**src/rtl/perf_pkg.sv**
```systemverilog
// Shared definitions for the cycle interval timer: state encoding, read map, default width.
package perf_pkg;

  localparam int unsigned DEFAULT_WIDTH = 32;

  typedef enum logic {
    ST_IDLE    = 1'b0,
    ST_RUNNING = 1'b1
  } state_e;

  localparam logic [1:0] ADDR_LAST  = 2'd0;
  localparam logic [1:0] ADDR_TOTAL = 2'd1;
  localparam logic [1:0] ADDR_COUNT = 2'd2;
  localparam logic [1:0] ADDR_AUX   = 2'd3;

endpackage

```
**src/rtl/sat_accum.sv**
```systemverilog
// Combinational saturating adder; sat_o flags that the true sum did not fit in Width bits.
module sat_accum #(
  parameter int unsigned Width = 32
) (
  input  logic [Width-1:0] acc_i,
  input  logic [Width-1:0] addend_i,
  output logic [Width-1:0] sum_o,
  output logic             sat_o
);

  logic [Width:0] full_sum;

  // Carry-out of the widened add marks overflow; clamp the result to all-ones.
  always_comb begin
    full_sum = {1'b0, acc_i} + {1'b0, addend_i};
    sat_o    = full_sum[Width];
    sum_o    = sat_o ? {Width{1'b1}} : full_sum[Width-1:0];
  end

endmodule

```
**src/rtl/cycle_interval_timer.sv**
```systemverilog
// Interval timer fed by the free-running cycle counter. Start/Stop pulses timestamp the count;
// closed intervals update last elapsed, a saturating total and a saturating interval count.
// Results are read through a registered 1-cycle-latency port.
// Build option: define CYCLE_TIMER_MAX_EN to add a MaxElapsed register on read address 3;
// otherwise address 3 returns a status word {.., cnt_sat, total_sat, running}.
module cycle_interval_timer
  import perf_pkg::*;
#(
  parameter int unsigned WIDTH     = DEFAULT_WIDTH,
  parameter int unsigned CNT_WIDTH = 16
) (
  input  logic             CLK,
  input  logic             Reset_n,
  input  logic [WIDTH-1:0] CycleCount,
  input  logic             Start,
  input  logic             Stop,
  input  logic             Clear,
  input  logic [1:0]       RdAddr,
  output logic [WIDTH-1:0] RdData,
  output logic             Running,
  output logic             Done
);

  localparam logic [CNT_WIDTH-1:0] CntOne = CNT_WIDTH'(1);

  state_e               state_q, state_d;
  logic [WIDTH-1:0]     stamp_q, stamp_d;
  logic [WIDTH-1:0]     last_q, last_d;
  logic [WIDTH-1:0]     total_q, total_d;
  logic [CNT_WIDTH-1:0] cnt_q, cnt_d;
  logic                 total_sat_q, total_sat_d;
  logic                 cnt_sat_q, cnt_sat_d;
  logic                 done_q, done_d;
  logic [WIDTH-1:0]     rd_data_q, rd_data_d;
`ifdef CYCLE_TIMER_MAX_EN
  logic [WIDTH-1:0]     max_q, max_d;
`endif

  logic [WIDTH-1:0]     live_elapsed;
  logic [WIDTH-1:0]     total_sum;
  logic                 total_ovf;
  logic [CNT_WIDTH-1:0] cnt_sum;
  logic                 cnt_ovf;
  logic                 open_evt;
  logic                 close_evt;

  // Modular subtraction keeps the elapsed value correct across one counter wrap.
  assign live_elapsed = CycleCount - stamp_q;

  // Start is only honoured in IDLE and Stop only in RUNNING, which resolves simultaneous pulses.
  assign open_evt  = (state_q == ST_IDLE) && Start;
  assign close_evt = (state_q == ST_RUNNING) && Stop;

  sat_accum #(
    .Width (WIDTH)
  ) u_total_accum (
    .acc_i    (total_q),
    .addend_i (live_elapsed),
    .sum_o    (total_sum),
    .sat_o    (total_ovf)
  );

  sat_accum #(
    .Width (CNT_WIDTH)
  ) u_cnt_accum (
    .acc_i    (cnt_q),
    .addend_i (CntOne),
    .sum_o    (cnt_sum),
    .sat_o    (cnt_ovf)
  );

  // Next-state for FSM, stamp and result registers; Clear overrides every event.
  always_comb begin
    state_d     = state_q;
    stamp_d     = stamp_q;
    last_d      = last_q;
    total_d     = total_q;
    cnt_d       = cnt_q;
    total_sat_d = total_sat_q;
    cnt_sat_d   = cnt_sat_q;
    done_d      = 1'b0;
`ifdef CYCLE_TIMER_MAX_EN
    max_d       = max_q;
`endif
    if (Clear) begin
      state_d     = ST_IDLE;
      stamp_d     = '0;
      last_d      = '0;
      total_d     = '0;
      cnt_d       = '0;
      total_sat_d = 1'b0;
      cnt_sat_d   = 1'b0;
`ifdef CYCLE_TIMER_MAX_EN
      max_d       = '0;
`endif
    end else if (open_evt) begin
      state_d = ST_RUNNING;
      stamp_d = CycleCount;
    end else if (close_evt) begin
      state_d     = ST_IDLE;
      last_d      = live_elapsed;
      total_d     = total_sum;
      cnt_d       = cnt_sum;
      total_sat_d = total_sat_q | total_ovf;
      cnt_sat_d   = cnt_sat_q | cnt_ovf;
      done_d      = 1'b1;
`ifdef CYCLE_TIMER_MAX_EN
      if (live_elapsed > max_q) begin
        max_d = live_elapsed;
      end
`endif
    end
  end

  // Read mux sampled into RdData; address 0 shows the live count while an interval is open.
  always_comb begin
    rd_data_d = '0;
    unique case (RdAddr)
      ADDR_LAST:  rd_data_d = (state_q == ST_RUNNING) ? live_elapsed : last_q;
      ADDR_TOTAL: rd_data_d = total_q;
      ADDR_COUNT: rd_data_d = WIDTH'(cnt_q);
`ifdef CYCLE_TIMER_MAX_EN
      ADDR_AUX:   rd_data_d = max_q;
`else
      ADDR_AUX:   rd_data_d = WIDTH'({cnt_sat_q, total_sat_q, state_q == ST_RUNNING});
`endif
      default:    rd_data_d = '0;
    endcase
  end

  // All state, with asynchronous reset aborting any open interval.
  always_ff @(posedge CLK or negedge Reset_n) begin
    if (!Reset_n) begin
      state_q     <= ST_IDLE;
      stamp_q     <= '0;
      last_q      <= '0;
      total_q     <= '0;
      cnt_q       <= '0;
      total_sat_q <= 1'b0;
      cnt_sat_q   <= 1'b0;
      done_q      <= 1'b0;
      rd_data_q   <= '0;
`ifdef CYCLE_TIMER_MAX_EN
      max_q       <= '0;
`endif
    end else begin
      state_q     <= state_d;
      stamp_q     <= stamp_d;
      last_q      <= last_d;
      total_q     <= total_d;
      cnt_q       <= cnt_d;
      total_sat_q <= total_sat_d;
      cnt_sat_q   <= cnt_sat_d;
      done_q      <= done_d;
      rd_data_q   <= rd_data_d;
`ifdef CYCLE_TIMER_MAX_EN
      max_q       <= max_d;
`endif
    end
  end

  assign Running = (state_q == ST_RUNNING);
  assign Done    = done_q;
  assign RdData  = rd_data_q;

endmodule

```
**config.mk**
```make
export PLATFORM = sky130hd
export DESIGN_NAME = cycle_interval_timer
export DESIGN_NICKNAME = d
export VERILOG_FILES = /design/src/rtl/perf_pkg.sv /design/src/rtl/sat_accum.sv /design/src/rtl/cycle_interval_timer.sv
export SDC_FILE = /design/constraint.sdc
export NUM_CORES = 1
export LEC_CHECK = 0
export CAP_MARGIN = 20
export CORE_MARGIN = 8
export CORE_UTILIZATION = 55
export DETAILED_ROUTE_END_ITERATION = 12
export PLACE_DENSITY = 0.76
export SLEW_MARGIN = 5
export SYNTH_ARGS = -nofsm -noshare
export SYNTH_HDL_FRONTEND = slang
export SYNTH_SLANG_ARGS = --single-unit
```
**constraint.sdc**
```tcl
create_clock -name CLK -period 7.3 [get_ports CLK]
set_clock_uncertainty 0.2 [all_clocks]
set_input_delay 1.46 -clock CLK [delete_from_list [all_inputs] [get_ports CLK]]
set_output_delay 1.46 -clock CLK [all_outputs]
set_load 0.005 [all_outputs]
```
== Word-level counts from Yosys, hierarchy flattened ==
Index checks and enable logic that the tools add are counted.

* Flip-flop bits (word level): 148
* Input bits: 39
* Output and inout port bits: 34
* Word-level logic and storage cells: 53

* Add/sub/neg operators: 3
* Eq/ne operators: 4
* Multiplexer cells: 27
* Bitwise gates (word level): 3
* Reduce and logical (&&, ||, !) cells: 7

{| class="wikitable"
|+ Operator list
! operator !! count
|-
| 32-bit two-way mux || 10
|-
| 32-bit case mux with 4 select lines || 1
|-
| 16-bit two-way mux || 4
|-
| 32-bit by 32-bit adder with 33-bit output || 1
|-
| 32-bit subtractor || 1
|-
| 16-bit by 1-bit adder with 17-bit output, second input constant || 1
|-
| 1-bit two-way mux || 12
|-
| 2-bit == test, second input constant || 2
|-
| 2-bit nonzero test || 2
|-
| 3-bit nonzero test || 1
|-
| 2-bit by 1-bit == test with 1-bit output, second input constant || 1
|-
| 1-bit logical AND || 2
|-
| 2-bit logical NOT || 1
|-
| 2-bit != test, second input constant || 1
|-
| 1-bit OR || 2
|-
| 2-bit AND reduction || 1
|-
| 1-bit inverter || 1
|}

== Depth between registers and ports, before layout ==
* Word-level depth: 6
* Gate-level depth with buffers: 23
* Depth with buffers taken out: 22

== Cells and area by module ==
Synthesis repeated with hierarchy kept, for this count alone.

* Cell total of the unflattened synthesis: 1134
* Area, all modules: 10386.2 µm²

{| class="wikitable"
|+ Modules (own cells, without submodules)
! module !! instances !! cells an instance !! area an instance (µm²) !! sequential area each (µm²)
|-
| cycle_interval_timer || 1 || 753 || 7682.4 || 3703.6
|-
| sat_accum (u_total_accum) || 1 || 265 || 1833.0 || 0.0
|-
| sat_accum (u_cnt_accum) || 1 || 116 || 870.8 || 0.0
|}

== Worst setup path after synthesis ==
Ideal clock, no wire load.

* Path type: input to register
* From: input port CycleCount[0]
* To: register total_q[31]
* Library setup time: 94 ps
* Arrival: 5056 ps
* Path slack: 1950 ps
* Cell stages on the path: 22
* Cells stage by stage: inv_1 ha_1 fa_1 nor2b_1 o21ai_1 a21oi_1 o21ai_1 nand3_1 nand2_1 o21ai_0 xnor2_1 inv_1 ha_1 a21o_1 a21o_1 a21o_1 a21o_1 a21oi_1 o21bai_1 a221oi_1 xor2_1 a211oi_1

* Longest elaborated chain between the ends: 6

{| class="wikitable"
|+ RTL lines
! item !! RTL line !! source
|-
| start: declaration || cycle_interval_timer.sv:14 || <nowiki>input logic [WIDTH-1:0] CycleCount,</nowiki>
|-
| 32-bit subtractor || cycle_interval_timer.sv:48 || <nowiki>assign live_elapsed = CycleCount - stamp_q;</nowiki>
|-
| 32-bit by 32-bit adder with 33-bit output || sat_accum.sv:15 || <nowiki>full_sum = {1'b0, acc_i} + {1'b0, addend_i};</nowiki>
|-
| 32-bit two-way mux || sat_accum.sv:17 || <nowiki>sum_o = sat_o ? {Width{1'b1}} : full_sum[Width-1:0];</nowiki>
|-
| 32-bit two-way mux || cycle_interval_timer.sv:99 || <nowiki>end else if (close_evt) begin</nowiki>
|-
| 32-bit two-way mux || cycle_interval_timer.sv:96 || <nowiki>end else if (open_evt) begin</nowiki>
|-
| 32-bit two-way mux || cycle_interval_timer.sv:85 || <nowiki>if (Clear) begin</nowiki>
|-
| end signal: assignment || cycle_interval_timer.sv:150 || <nowiki>total_q <= total_d;</nowiki>
|-
| end: declaration || cycle_interval_timer.sv:29 || <nowiki>logic [WIDTH-1:0] total_q, total_d;</nowiki>
|}

No other way between the ends. The select of a mux whose other input is x is not followed.
A chain may end at the register's enable or synchronous reset.

== Worst setup path after layout ==
* From: input port CycleCount[0]
* To: register total_q[8]

Same word-level chain as after synthesis.

==> results.tsv <==
metric	value	unit
status	finished clean	
start_util	0.562	
synthesis.instances	1073	
power_density	233	nW/um^2
numPortBuffers	72	
synthTopCellsByArea	dfrtp_1, ha_1, a21oi_1	
finalWeightedCongestion	0.918	
cts_resized	0	
grtUsageTotal	0.230	
route.detailed.drc	0	
floorplan.die_area	22200	um^2
grt_max_degree	88	
p_switching	0.000879	W
cts_made_buffers	17	
h-tree-depth	4	
syn_area	9720	um^2
worstRegToRegCells	20	
async_reset_ff_frac	1.00	
clkLatencyLatePin	0.43	ns
seqPwrFrac	0.349	
place_inst	1329	
drt-total-wl	25200	um
grt_pass1_vias	8094	
critPathArrivalTime	6.14	ns
whs_path_depth	1	
cts_hold_buffers	0	
path_class	input port to register	
synthTopCellsByCount	dfrtp_1, a21oi_1, nand2_1	
grt_pass1_wl	41000	um
pwr-share-comb	0.310	
hold_viol	0	
fin_setup_tns	0	ns
drive_gt1_frac	0.0713	
cp_common_cell	inv_1	
critPathSlowestCell	clkdlybuf4s50_1	
synth.most_common_cell	dfrtp_1	
vdd_drop_max	180	uV
clk_pin_slew	0.06	ns
root_buffer	clkbuf_16	
dp_hpwl	17400	um
holdWs	0.305	ns
report.final.slew_viol_count	0	
synth_flop_cell	dfrtp_1	
required	7.37	ns
fill_cells	1541	
worstMarginPinSlew	0.949	ns
yosys.area.top_type	dfrtp_1	
viasPerCell	6.04	
die_x	149	um
diodes	0	
ioPinCount	73	
worstSetupStartpointType	input port	
firstDrtPassIters	5	
fin_cells	1361	
nets	1233	
fin_ws	1.24	ns
cts.path.max_buffers	2	
final_core_util	0.641	
power_switching_share	0.340	
core	17300	um^2
synth_top_area_share	0.381	
ant_nets	0	
ys_seq_area_frac	0.381	
multi_input_area	5420	um^2
ys_types	77	
syn_area_per_cell	9.06	um^2
synth-edff-count	0	
grt.overflow.total	0	
wire_per_inst	18.5	um
area_delta_synth_final	14.0	%
syn_nets	1183	
crit_path_cell_trace	clkdlybuf4s50_1 > inv_1 > ha_1 > fa_1 > nor2b_1 > o21ai_1 > a21oi_1 > o21ai_1 > nand3_1 > a31oi_1 > o31ai_1 > xnor2_1 > inv_1 > ha_1 > a21o_1 > a21o_1 > a221o_1 > inv_1 > o31ai_4 > o22ai_2 > buf_4 > a221oi_1	
drt_iter0_drc	650	
row_count	48	
tritoncts	built	
antenna_found_initial	0	
end_kind	register	
leakage	4.90	nW
cts.sinks	148	
p_int	0.00171	W
rsz0062_at_grt	no	
slowest_delay	0.47	ns
cts_setup_buffers	0	
min_path_type	register to register	
setup_viol	0	
post-route-period-util	0.831	
place_ws	0.862	ns
fmax	165	MHz
vias	8221	
die_h	149	um
area.sequential	3700	um^2
finalCriticalPeriod	6.06	ns
ys_warn_count	0	
clockPowerShare	0.341	
slew_headroom	0.365	
max_cap_violations	0	
synth_seq_cells	148	
crit_fanout	20	
## area by class of cell
class | instances | area share
Clock buffer | 18 | 0.0396
Clock inverter | 14 | 0.0137
Inverter | 74 | 0.0251
Multi-Input combinational cell | 798 | 0.489
Sequential cell | 148 | 0.334
Tap cell | 225 | 0.0254
Timing Repair Buffer | 84 | 0.0728
## per-stage QoR
stage	power [W]	area (um^2)
finish	0.00258	11100
global route	0.00272	11100
CTS	0.00259	11100
detailed placement	0.00170	10500
global placement	0.00169	10500
floorplan	0.00149	9720
## critical path: cells and delay by family
family                   cells  cell delay [ns]
buffers and inverters        5             0.98
adder cells (fa/ha/maj)      3             1.02
XOR/XNOR                     1             0.24
AO/OA/AOI/OAI               11             2.09
AND/OR/NAND/NOR              2             0.34
## logic make-up after synthesis
family | share of synthesized area
DFF | 0.381
xor gates and xnor gates | 0.0682
adders and majority gates | 0.0929
and+or+nand+nor | 0.131
AOI/OAI and AO/OA | 0.244
buffers and inverters | 0.0627
muxes | 0.0197
## sequential cells by signal, summed over array words and instances (netlist names)
signal       flops
stamp_q         32
cnt_sat_q        1
cnt_q           16
total_q         32
last_q          32
total_sat_q      1
RdData          32
Done             1
Running          1
## worst paths after layout
check                                         from                 endpoint  slack [ns]
hold / removal             stamp_q[22]$_DFFE_PN0P_  stamp_q[22]$_DFFE_PN0P_        0.30
hold reg to reg            stamp_q[22]$_DFFE_PN0P_  stamp_q[22]$_DFFE_PN0P_        0.30
max in group asynchronous                  Reset_n  total_q[26]$_DFFE_PN0P_        4.74
setup reg to reg           stamp_q[17]$_DFFE_PN0P_   total_q[8]$_DFFE_PN0P_        2.40
setup / recovery                     CycleCount[0]   total_q[8]$_DFFE_PN0P_        1.24
min in group asynchronous                  Reset_n     cnt_q[6]$_DFFE_PN0P_        0.90
## layout by cell type (no fill, tap or decap), types with 9 or more instances in the layout
master | synthesis | final
a211oi_1 | 39 | 39
nor3_1 | 12 | 12
nand3_1 | 25 | 25
inv_1 | 73 | 73
clkbuf_16 | 0 | 17
mux2i_1 | 9 | 9
buf_4 | 0 | 12
nor2_1 | 89 | 89
a21oi_1 | 107 | 106
xor2_1 | 34 | 34
xnor2_1 | 38 | 38
nand4_1 | 13 | 13
clkdlybuf4s50_1 | 0 | 70
nand2_1 | 107 | 107
a22o_1 | 32 | 32
o21ai_0 | 55 | 55
dfrtp_1 | 148 | 148
ha_1 | 69 | 69
a221oi_1 | 10 | 10
a21o_1 | 33 | 33
o21a_1 | 10 | 10
## power groups by stage
| stage | logic [W] | registers (W) | clock network, W |
|---|---|---|---|
| after floorplan | 0.000576 | 0.000910 | 0 |
| after global placement | 0.000777 | 0.000914 | 0 |
| after detailed placement | 0.000786 | 0.000916 | 0 |
| after CTS | 0.000794 | 0.000901 | 0.000895 |
| after global routing | 0.000883 | 0.000907 | 0.000930 |
| final | 0.000801 | 0.000902 | 0.000881 |
## routing by layer
| metal | vias to the layer above | part of all wire | global-route usage |
|---|---|---|---|
| li1 | 3919 | - | - |
| met1 | 3921 | 0.46 | 0.318 |
| met2 | 340 | 0.44 | 0.348 |
| met3 | 41 | 0.086 | 0.0555 |
| met4 | 0 | 0.018 | 0.0762 |
| met5 | - | 0 | 0 |
Note: power is estimated with default switching activity, not from simulation.
==> edit 1 (same settings) <==
The package constant `DEFAULT_WIDTH` goes from 32 to 16.
--- a/src/rtl/perf_pkg.sv
+++ b/src/rtl/perf_pkg.sv
@@ -1,7 +1,7 @@
 // Shared definitions for the cycle interval timer: state encoding, read map, default width.
 package perf_pkg;
 
-  localparam int unsigned DEFAULT_WIDTH = 32;
+  localparam int unsigned DEFAULT_WIDTH = 16;
 
   typedef enum logic {
     ST_IDLE    = 1'b0,
Interface: changed (resized CycleCount and RdData); port bits go from 73 to 41. The function was not compared with the original's and may differ.
==> edit 1 against the original RTL <==
Setup slack better by 280 ps; critical endpoint is now total_q[9]; combinational power shrank 54%; largest power group unchanged; area after synthesis decreased by 44%; routed wire length decreased by 49%; sequential cell count down 64; critical path type unchanged; largest cell class unchanged; final cell count decreased by 43%; final area shrank 44%; power fell by 50%.
==> edit 1: results (changes against the original RTL) <==
- total leakage power: 2.66 nW, was 4.90 nW
- Final #Nets: 697, was 1,233
- number of buffers added by the clock tree synthesis step: 9, was 17
- largest net degree at the start of global routing: 85, was 88
- flops & latches, synth: 84, was 148
- headroom to the max-slew limit: 43.4%, was 36.5%
- WL per Instance: 16.7 um, was 18.5 um
- Syn Nets: 668, was 1,183
- sequential fraction of total cell area: 34.1%, was 33.4%
- number of I/O port buffers: 40, was 72
- gp weighted congestion: 0.895, was 0.918
- cell types with the highest counts after synthesis: 84 x sky130_fd_sc_hd__dfrtp_1, 70 x sky130_fd_sc_hd__nand2_1, 58 x sky130_fd_sc_hd__nor2_1, was 148 x sky130_fd_sc_hd__dfrtp_1, 107 x sky130_fd_sc_hd__a21oi_1, 107 x sky130_fd_sc_hd__nand2_1
- fraction of final layout cells sized beyond drive strength 1: 7.30%, was 7.13%
- standard cell area after detailed placement: 5880 um2, was 10,500 um2
- multi-input combinational cell count: 465, was 798
- status: finished, final reports clean, unchanged
- Buffers excl. clock: 47, was 84
- CTS H-Tree Depth: 3, was 4
- GR Util All Layers: 20.5%, was 23.0%
- iteration count of the initial detailed-routing pass: 4, was 5
- share of synthesized area occupied by flip-flops and latches: 38.9%, was 38.1%
- Clock transition at path regs: 90 ps, was 60 ps
- share of the core filled with cells: 64.0%, was 64.1%
- post-synthesis cell count: 610, was 1,073
- DPL Wire Length: 9290 um, was 17,400 um
- drt via density: 5.89, was 6.04
- Final Routed Wirelength: 13,000 um, was 25,200 um
- first-pass GRT wire length: 21,500 um, was 41,000 um
- number of non-clock inverters: 32, was 74
- Non-clock buffering overhead: 7.54%, was 7.28%
- via count of the first global-routing pass: 4,356, was 8,094
-- edit 1: stage by stage --
stage                     power (mW)  hold slack [ps]  setup WS (ps)
after floorplan                0.776              257           2260
after global placement         0.868              285           1350
after detailed placement       0.878              305           1190
after CTS                       1.30              322           1560
after global routing            1.37              337           1220
final                           1.30              317           1520
-- edit 1: metal layers --
| metal | vias to the layer above | track usage (%) | routed length, um |
|---|---|---|---|
| li1 | 2231 | - | - |
| met1 | 2213 | 27.6 | 6160 |
| met2 | 117 | 32.8 | 6010 |
| met3 | 14 | 2.63 | 559 |
| met4 | 0 | 7.79 | 223 |
| met5 | - | 0 | 0 |
-- edit 1: kinds of logic after synthesis --
| group | count (synthesis) | synth area share (%) |
|---|---|---|
| AOI/OAI and AO/OA | 174 | 22.1 |
| xor gates and xnor gates | 32 | 5.19 |
| adders and majority gates | 35 | 8.39 |
| buffers and inverters | 61 | 4.42 |
| DFF | 84 | 38.9 |
| muxes | 10 | 2.34 |
| and+or+nand+nor | 214 | 18.7 |
-- edit 1: path summary, 6_finish.rpt --
check	cells after the start	from	slack, ps	end
hold / removal	2	total_sat_q	320	total_sat_q
hold reg to reg	2	total_sat_q	320	total_sat_q
setup reg to reg	17	stamp_q[0]	2750	total_q[9]
min in group asynchronous	1	Reset_n	820	last_q[2]
max in group asynchronous	2	Reset_n	5480	stamp_q[11]
setup / recovery	19	CycleCount[0]	1520	total_q[9]
-- edit 1: power breakdown --
| part | leakage (nW) | switching [mW] | internal, mW |
|---|---|---|---|
| clock network | 0.126 | 0.176 | 0.247 |
| logic | 1.39 | 0.221 | 0.151 |
| registers | 1.14 | 0.0160 | 0.489 |
==> edit 2 (same settings) <==
Without the edit above. Register the output `RdData` once more, cleared by the reset; this adds one clock of latency there. The other outputs are not delayed to match.
--- a/src/rtl/cycle_interval_timer.sv
+++ b/src/rtl/cycle_interval_timer.sv
@@ -161,7 +161,13 @@
 
   assign Running = (state_q == ST_RUNNING);
   assign Done    = done_q;
-  assign RdData  = rd_data_q;
+  always_ff @(posedge CLK or negedge Reset_n) begin
+    if (!Reset_n) begin
+      RdData <= '0;
+    end else begin
+      RdData <= rd_data_q;
+    end
+  end
 
 endmodule
 
Formal check against the unedited RTL: not equivalent (a bounded check fails within 4 cycles, from zero or initial values and one cycle with Reset_n low).
==> edit 2 against the original RTL <==
Sequential power is 21% higher; area after synthesis is 9.8% higher; setup slack worse by 400 ps; die area is 8.7% higher; clock power is 10% higher; sequential share of layout area is 3.5 points higher; power is 11% higher; sequential cell count is 32 higher; routed wire length is 2.9% higher; final area is 10% higher; critical endpoint is now total_q[0].
==> edit 2: results (changes against the original RTL) <==
- reg-to-reg slack, setup: 1990 ps, was 2400 ps
- standard cell area after detailed placement: 11,600 um2, was 10,500 um2
- largest net degree at the start of global routing: 110, was 88
- HP Start: rd_data_q[31], was stamp_q[22]
- slew of the pin with the lowest slew margin: 1040 ps, was 949 ps
- sequential cell area in the final layout: 4500 um2, was 3700 um2
- number of placed cells counting well taps: 1,434, was 1,329
- Layout fillers: 1,637, was 1,541
- DPL Wire Length: 18,200 um, was 17,400 um
- first-pass GRT wire length: 42,800 um, was 41,000 um
- critical path data arrival time: 6600 ps, was 6140 ps
- IR Drop Worst-Case VDD: 168 uV, was 180 uV
- 1st-iter DRT viols: 635, was 650
- share of synthesized area occupied by flip-flops and latches: 42.2%, was 38.1%
- Worst Hold Path EP: RdData[31], was stamp_q[22]
- clock buffer count in the final layout: 17, was 18
- number of cells on the worst hold path: 0, was 1
- proportion of synthesized area in mux cells: 2.25%, was 1.97%
- status: finished, final reports clean, unchanged
- GR Util All Layers: 22.0%, was 23.0%
- Final clock-cell share: 5.20%, was 5.33%
- fraction of final layout cells sized beyond drive strength 1: 6.41%, was 7.13%
- P_seq: 1.09 mW, was 902 uW
- area of combinational cells with multiple inputs: 5660 um2, was 5420 um2
- minimum setup slack after placement: 372 ps, was 862 ps
- depth of the worst register-to-register path: 22, was 20
- launch point of the worst reg-to-reg path: stamp_q[0], was stamp_q[17]
- XOR/XNOR share of the synthesized area: 5.74%, was 6.82%
- post-synthesis cell count: 1,148, was 1,073
- proportion of cell area occupied by multi-input gates: 46.4%, was 48.9%
- drt via density: 5.96, was 6.04
- post-synth cell types: 63, was 77
- number of non-clock inverters: 68, was 74
- CTS sink count: 180, was 148
- post-layout total power: 2.87 mW, was 2.58 mW
- Non-clock buffering overhead: 6.67%, was 7.28%
- via count: 8,742, was 8,221
- Syn Nets: 1,258, was 1,183
- Final Routed Wirelength: 25,900 um, was 25,200 um
- Critical R2R Capture: total_q[0], was total_q[8]
- adder and majority cell fraction of the synthesized area: 8.46%, was 9.29%
- Min Hold Slack: 146 ps, was 305 ps
- Final period util: 88.5%, was 83.1%
- Logic pwr share: 28.3%, was 31.0%
- Setup crit start: CycleCount[0], unchanged
- cell types with the largest area share after synthesis: sky130_fd_sc_hd__dfrtp_1 42%, sky130_fd_sc_hd__ha_1 8.1%, sky130_fd_sc_hd__a21oi_1 5.2%, was sky130_fd_sc_hd__dfrtp_1 38%, sky130_fd_sc_hd__ha_1 8.9%, sky130_fd_sc_hd__a21oi_1 5.5%
- Crit Path Max Fanout: 21, was 20
- total leakage power: 5.41 nW, was 4.90 nW
- Buffers excl. clock: 85, was 84
[edit 2: changes by cell type after synthesis, moves of 8 or more]
cell and change:
sky130_fd_sc_hd__dfrtp_1 +32, sky130_fd_sc_hd__o21ai_0 +16, sky130_fd_sc_hd__clkbuf_1 +15, sky130_fd_sc_hd__a211oi_1 -11, sky130_fd_sc_hd__and3_1 +8, sky130_fd_sc_hd__nand2b_1 +8
[edit 2: worst max-delay path, cell delays in order]
cell and delay (ps):
sky130_fd_sc_hd__clkdlybuf4s50_1 470, sky130_fd_sc_hd__inv_1 50, sky130_fd_sc_hd__ha_1 220, sky130_fd_sc_hd__fa_1 400, sky130_fd_sc_hd__nor2b_1 130, sky130_fd_sc_hd__o21ai_0 100, sky130_fd_sc_hd__a21bo_2 260, sky130_fd_sc_hd__a21oi_1 200
sky130_fd_sc_hd__o21a_1 150, sky130_fd_sc_hd__a21boi_0 140, sky130_fd_sc_hd__o21bai_1 190, sky130_fd_sc_hd__xnor2_1 190, sky130_fd_sc_hd__inv_1 80, sky130_fd_sc_hd__ha_1 430, sky130_fd_sc_hd__nand4_1 180, sky130_fd_sc_hd__or4_1 520
sky130_fd_sc_hd__a2111o_1 310, sky130_fd_sc_hd__nand3_2 110, sky130_fd_sc_hd__o31a_4 150, sky130_fd_sc_hd__a31oi_4 110, sky130_fd_sc_hd__a21oi_2 180, sky130_fd_sc_hd__nor2_2 50, sky130_fd_sc_hd__buf_4 230, sky130_fd_sc_hd__a211oi_1 260
[edit 2: layer usage]
metal  GRT usage [%]  vias up  routed length [um]
met4            6.75        0                 299
met5               0        -                   0
li1                -     4188                   -
met2            33.2      318               11500
met1            31.5     4208               12200
met3            3.99       28                1920
